===== config.mk =====
export PLATFORM = sky130hd
export DESIGN_NAME = div_result_collector
export DESIGN_NICKNAME = d
export VERILOG_FILES = /design/src/rtl/div_pkg.sv /design/src/rtl/div_result_fifo.sv /design/src/rtl/div_result_collector.sv
export SDC_FILE = /design/constraint.sdc
export NUM_CORES = 1
export LEC_CHECK = 0
export BUFFER_PORTS_ARGS = -buffer_cell sky130_fd_sc_hd__clkbuf_2
export CAP_MARGIN = 20
export CORE_ASPECT_RATIO = 1.2
export CORE_MARGIN = 2
export CORE_UTILIZATION = 55
export CTS_BUF_LIST = sky130_fd_sc_hd__clkbuf_2
export DETAILED_ROUTE_END_ITERATION = 10
export PLACE_DENSITY = 0.77
export SLEW_MARGIN = 20
export SYNTH_ARGS = -nofsm -noshare
export SYNTH_HDL_FRONTEND = slang
export SYNTH_HIERARCHICAL = 1
export SYNTH_SLANG_ARGS = --single-unit

===== constraint.sdc =====
create_clock -name clk -period 7 [get_ports clk]
set_clock_uncertainty 0.05 [all_clocks]
set_input_delay 1.4 -clock clk [delete_from_list [all_inputs] [get_ports clk]]
set_output_delay 1.4 -clock clk [all_outputs]
set_load 0.02 [all_outputs]

===== src/rtl/div_pkg.sv =====
// Shared defaults, result record and small helpers for the divider result collector.
package div_pkg;

   localparam int unsigned DIV_DATA_W = 10;
   localparam int unsigned DIV_DEPTH  = 4;

   typedef struct packed {
      logic [DIV_DATA_W-1:0] q;
      logic                  ovf;
      logic                  dvz;
   } div_result_t;

   function automatic logic is_err(input logic ovf, input logic dvz);
      return ovf | dvz;
   endfunction

   function automatic logic [7:0] sat_inc8(input logic [7:0] v);
      return (v == 8'hFF) ? v : v + 8'd1;
   endfunction

endpackage


===== src/rtl/div_result_fifo.sv =====
// First-word-fall-through result FIFO; full/empty come from the entry count, not pointer equality.
module div_result_fifo
   import div_pkg::*;
#(
   parameter int unsigned W     = DIV_DATA_W + 2,
   parameter int unsigned DEPTH = DIV_DEPTH
) (
   input  logic                       clk,
   input  logic                       rst_n,
   input  logic                       sclr,
   input  logic                       push,
   input  logic [W-1:0]               wdata,
   input  logic                       pop,
   output logic [W-1:0]               rdata,
   output logic                       rvalid,
   output logic                       full,
   output logic [$clog2(DEPTH+1)-1:0] count
);

   localparam int unsigned PTR_W = $clog2(DEPTH);
   localparam int unsigned CNT_W = $clog2(DEPTH + 1);
   localparam logic [CNT_W-1:0] FULL_CNT = CNT_W'(DEPTH);

   logic [PTR_W-1:0] wr_ptr_q, wr_ptr_d;
   logic [PTR_W-1:0] rd_ptr_q, rd_ptr_d;
   logic [CNT_W-1:0] cnt_q, cnt_d;
   logic [W-1:0]     mem_q [DEPTH];

   logic push_ok;
   logic pop_ok;

   assign rvalid  = (cnt_q != '0);
   assign full    = (cnt_q == FULL_CNT);
   assign count   = cnt_q;
   assign pop_ok  = pop & rvalid;
   // A full FIFO still accepts a write when the head leaves in the same cycle.
   assign push_ok = push & (~full | pop_ok);
   assign rdata   = rvalid ? mem_q[rd_ptr_q] : '0;

   always_comb begin
      wr_ptr_d = wr_ptr_q;
      rd_ptr_d = rd_ptr_q;
      cnt_d    = cnt_q;
      if (sclr) begin
         wr_ptr_d = '0;
         rd_ptr_d = '0;
         cnt_d    = '0;
      end else begin
         if (push_ok) wr_ptr_d = wr_ptr_q + 1'b1;
         if (pop_ok)  rd_ptr_d = rd_ptr_q + 1'b1;
         case ({push_ok, pop_ok})
            2'b10:   cnt_d = cnt_q + 1'b1;
            2'b01:   cnt_d = cnt_q - 1'b1;
            default: cnt_d = cnt_q;
         endcase
      end
   end

   always_ff @(posedge clk or negedge rst_n) begin
      if (!rst_n) begin
         wr_ptr_q <= '0;
         rd_ptr_q <= '0;
         cnt_q    <= '0;
      end else begin
         wr_ptr_q <= wr_ptr_d;
         rd_ptr_q <= rd_ptr_d;
         cnt_q    <= cnt_d;
      end
   end

   always_ff @(posedge clk) begin
      if (push_ok && !sclr) mem_q[wr_ptr_q] <= wdata;
   end

endmodule


===== src/rtl/div_result_collector.sv =====
// Captures divider results on the rising edge of div_valid into a FWFT FIFO, flags drops.
// Optional statistics counters (err_cnt, drop_cnt) are enabled with DIV_COLLECT_STATS_EN.
module div_result_collector
   import div_pkg::*;
#(
   parameter int unsigned DATA_W = DIV_DATA_W,
   parameter int unsigned DEPTH  = DIV_DEPTH
) (
`ifdef DIV_COLLECT_STATS_EN
   output logic [7:0]                 err_cnt,
   output logic [7:0]                 drop_cnt,
`endif
   input  logic                       clk,
   input  logic                       rst_n,
   input  logic                       sclr,
   input  logic                       div_valid,
   input  logic [DATA_W-1:0]          div_q,
   input  logic                       div_ovf,
   input  logic                       div_dvz,
   output logic                       out_valid,
   input  logic                       out_ready,
   output logic [DATA_W-1:0]          out_q,
   output logic                       out_ovf,
   output logic                       out_dvz,
   output logic                       full,
   output logic [$clog2(DEPTH+1)-1:0] count,
   output logic                       drop
);

   localparam int unsigned ENTRY_W = DATA_W + 2;

   // armed_q means div_valid was seen low last cycle; cleared by reset so a
   // level already high at release waits for a low before it can capture.
   logic armed_q, armed_d;
   logic drop_q, drop_d;

   logic               capture;
   logic               pop;
   logic               accepted;
   logic [ENTRY_W-1:0] wdata;
   logic [ENTRY_W-1:0] rdata;

   assign capture  = div_valid & armed_q;
   assign pop      = out_valid & out_ready;
   assign accepted = capture & (~full | pop);
   assign wdata    = {div_q, div_ovf, div_dvz};

   div_result_fifo #(
      .W     (ENTRY_W),
      .DEPTH (DEPTH)
   ) u_fifo (
      .clk    (clk),
      .rst_n  (rst_n),
      .sclr   (sclr),
      .push   (capture),
      .wdata  (wdata),
      .pop    (pop),
      .rdata  (rdata),
      .rvalid (out_valid),
      .full   (full),
      .count  (count)
   );

   assign out_q   = rdata[ENTRY_W-1:2];
   assign out_ovf = rdata[1];
   assign out_dvz = rdata[0];
   assign drop    = drop_q;

   always_comb begin
      armed_d = ~div_valid;
      drop_d  = capture & full & ~pop;
      if (sclr) begin
         armed_d = 1'b0;
         drop_d  = 1'b0;
      end
   end

   always_ff @(posedge clk or negedge rst_n) begin
      if (!rst_n) begin
         armed_q <= 1'b0;
         drop_q  <= 1'b0;
      end else begin
         armed_q <= armed_d;
         drop_q  <= drop_d;
      end
   end

`ifdef DIV_COLLECT_STATS_EN
   logic [7:0] err_cnt_q, err_cnt_d;
   logic [7:0] drop_cnt_q, drop_cnt_d;

   always_comb begin
      err_cnt_d  = err_cnt_q;
      drop_cnt_d = drop_cnt_q;
      if (sclr) begin
         err_cnt_d  = '0;
         drop_cnt_d = '0;
      end else begin
         if (accepted && is_err(div_ovf, div_dvz)) err_cnt_d = sat_inc8(err_cnt_q);
         if (drop_d) drop_cnt_d = sat_inc8(drop_cnt_q);
      end
   end

   always_ff @(posedge clk or negedge rst_n) begin
      if (!rst_n) begin
         err_cnt_q  <= '0;
         drop_cnt_q <= '0;
      end else begin
         err_cnt_q  <= err_cnt_d;
         drop_cnt_q <= drop_cnt_d;
      end
   end

   assign err_cnt  = err_cnt_q;
   assign drop_cnt = drop_cnt_q;
`else
   logic unused_accepted;
   assign unused_accepted = accepted;
`endif

endmodule

==> impl_metrics.tcl <==
set metrics [dict create \
    cts_resized 0 \
    yosysWarnings 6 \
    internal_power_uw 498 \
    ant_nets 0 \
    core_um2 4260 \
    grt_max_degree 15 \
    min_period_ns 3.71 \
    switching_share_pct 19.5 \
    switching_power_uw 120 \
    port_buffers 34 \
    cp_max_fo 14 \
    rsz0062_at_grt "false" \
    n_antenna_cell 0 \
    post_cts_buffers 0 \
    setup_violations 0 \
    die_y_um 77.0 \
    max-vdd-ir-drop_mv 0.197 \
    area_growth_pct 13.1 \
    grt_pass1_vias 1482 \
    period_share_pct 53.0 \
    std_cell_rows 26 \
    setup.worst_path.class "reg -> out" \
    seqPwrFrac_pct 60.0 \
    initial_core_util_pct 57.3 \
    ys_ff_latch 57 \
    worstPathRequired_ns 5.55 \
    drt-pass1-iter-count 4 \
    overflow 0 \
    num-nets-final 203 \
    dieArea_um2 4990 \
    tns_ns 0 \
    end_kind "output port" \
    grt_pass1_wl_mm 7.13 \
    wire_per_inst_um 17.8 \
    async_flop_share_pct 15.8 \
    pin_count 35 \
    syn_nets 167 \
    timing.slew.headroom_pct 44.8 \
    yosysUniqueCellTypes 33 \
    max_freq_mhz 270 \
    path_clk_slew_ns 0.13 \
    nFillCells 344 \
    drc 0 \
    final_cell_mix "edfxtp_1, clkbuf_2, mux4_2, nor2b_1, dfrtp_1" \
    vias_per_cell 5.60 \
    synth_edf_count 48 \
    maxCapViolCount 0 \
    die_w_um 64.8 \
    dr.first_iter.drc_count 86 \
    dp_hpwl_mm 2.84 \
    finalHoldWorstSlack_ns 0.565 \
    vias 1355 \
    antenna_found_initial 0 \
    cts_root_buf "clkbuf_2" \
    timing_hold_violations_final 0 \
    status "complete, no violations" \
    grt_use_total_pct 20.1 \
    netlist_area_um2 2440 \
    final_common_cell "edfxtp_1" \
    utilization_pct 64.8 \
    wl_mm 4.30 \
    cts_hold_repair.buffers 0 \
    min_path_type "reg -> reg" \
    clock-sinks 57 \
    seq_area_frac_synth_pct 68.3 \
    setup.worst_path.start_class "flop" \
    insertion_delay_ns 0.44 \
    syn_avg_cell_area_um2 16.8 \
    syn_inst 145 \
    p_leak_nw 1.02 \
    tightest_slew_ns 0.827 \
    cts_tree "done" \
    ys.flop_type "edfxtp_1" \
    htreeDepth 3 \
    combPwrFrac_pct 2.8 \
    p_clk_share_pct 37.1 \
    cts_buffer_depth 2 \
    critPathArrivalTime_ns 2.26 \
    gp_congestion 0.773 \
    drive_gt1_share_pct 33.9 \
    cts_buffers 9 \
    slew_violations 0 \
    power.density_nw_per_um2 224 \
]
==> Yosys cell counts (3+ instances only) <==
library cell | n | area [um^2]
clkbuf_1 | 5 | 18.8
nor2_1 | 5 | 18.8
edfxtp_1 | 48 | 1440
inv_1 | 5 | 18.8
ha_1 | 4 | 50.1
and2_1 | 7 | 43.8
nor2b_1 | 12 | 75.1
xor2_1 | 3 | 26.3
mux4_2 | 12 | 270
o21ai_0 | 3 | 15.0
a21oi_1 | 4 | 20.0
dfrtp_1 | 9 | 225
==> worst max-delay path: stages (launching register included) <==
cell	delay (ns)
dfrtp_1	0.91
mux4_2	0.60
nor2b_1	0.15
clkbuf_2	0.16
==> cells by family after synthesis <==
kind of cell,count (synthesis),synth area share [%]
AO/OA/AOI/OAI,14,3.69
XOR/XNOR,4,1.44
adder cells (fa/ha/maj),5,2.87
buffers and inverters,15,3.03
flip-flops,57,68.3
multiplexers,12,11.1
AND/OR/NAND/NOR,38,9.59
==> stage by stage <==
step | power, mW | area [um^2] | instances | worst slack (ns)
floorplan | 0.387 | 2440 | 145 | 3.75
global placement | 0.395 | 2630 | 226 | 3.58
detailed placement | 0.396 | 2630 | 226 | 3.42
CTS | 0.627 | 2760 | 242 | 3.14
global route | 0.644 | 2760 | 242 | 3.02
finish | 0.619 | 2760 | 242 | 3.29
==> worst paths after layout <==
path	start	endpoint	slack (ns)	depth (start not counted)
max in group asynchronous	rst_n	u_fifo/wr_ptr_q[0]	5.96	1
worst max register to register	u_fifo/count[0]	u_fifo/count[2]	4.13	8
min in group asynchronous	rst_n	u_fifo/rd_ptr_q[1]	0.74	1
worst min-delay path	u_fifo/wr_ptr_q[1]	u_fifo/wr_ptr_q[1]	0.57	2
worst min register to register	u_fifo/wr_ptr_q[1]	u_fifo/wr_ptr_q[1]	0.57	2
worst max-delay path	u_fifo/rd_ptr_q[0]	out_ovf	3.29	3
==> cell type report <==
class                      instances  area [um^2]  area share [%]
clock buffer                      12         60.1            2.18
tap                               56         70.1            2.54
multi-input combinational         73          699            25.3
timing repair buffer              35          178            6.44
inverter                           5         18.8           0.680
sequential                        57         1670            60.4
clock inverter                     4         67.6            2.45
==> per-layer routing <==
layer  GRT usage (%)  part of all wire [%]
met5               0                     0
met3            7.62                   5.0
met4            8.30                   1.1
met1            23.0                    39
met2            33.6                    55
==> registers in the layout, summed over array words and instances, names as in the netlist <==
signal           count
armed_q              1
drop                 1
u_fifo/mem_q        48
u_fifo/count         3
u_fifo/rd_ptr_q      2
u_fifo/wr_ptr_q      2
==> power by group through the flow <==
stage / Sequential [mW] / Combinational (mW) / Clock, mW
global route: 0.372 / 0.0195 / 0.252
floorplan: 0.379 / 0.00787 / 0
detailed placement: 0.379 / 0.0176 / 0
CTS: 0.371 / 0.0178 / 0.238
finish: 0.371 / 0.0174 / 0.230
global placement: 0.379 / 0.0162 / 0
Power figures use the tool's default switching activity.
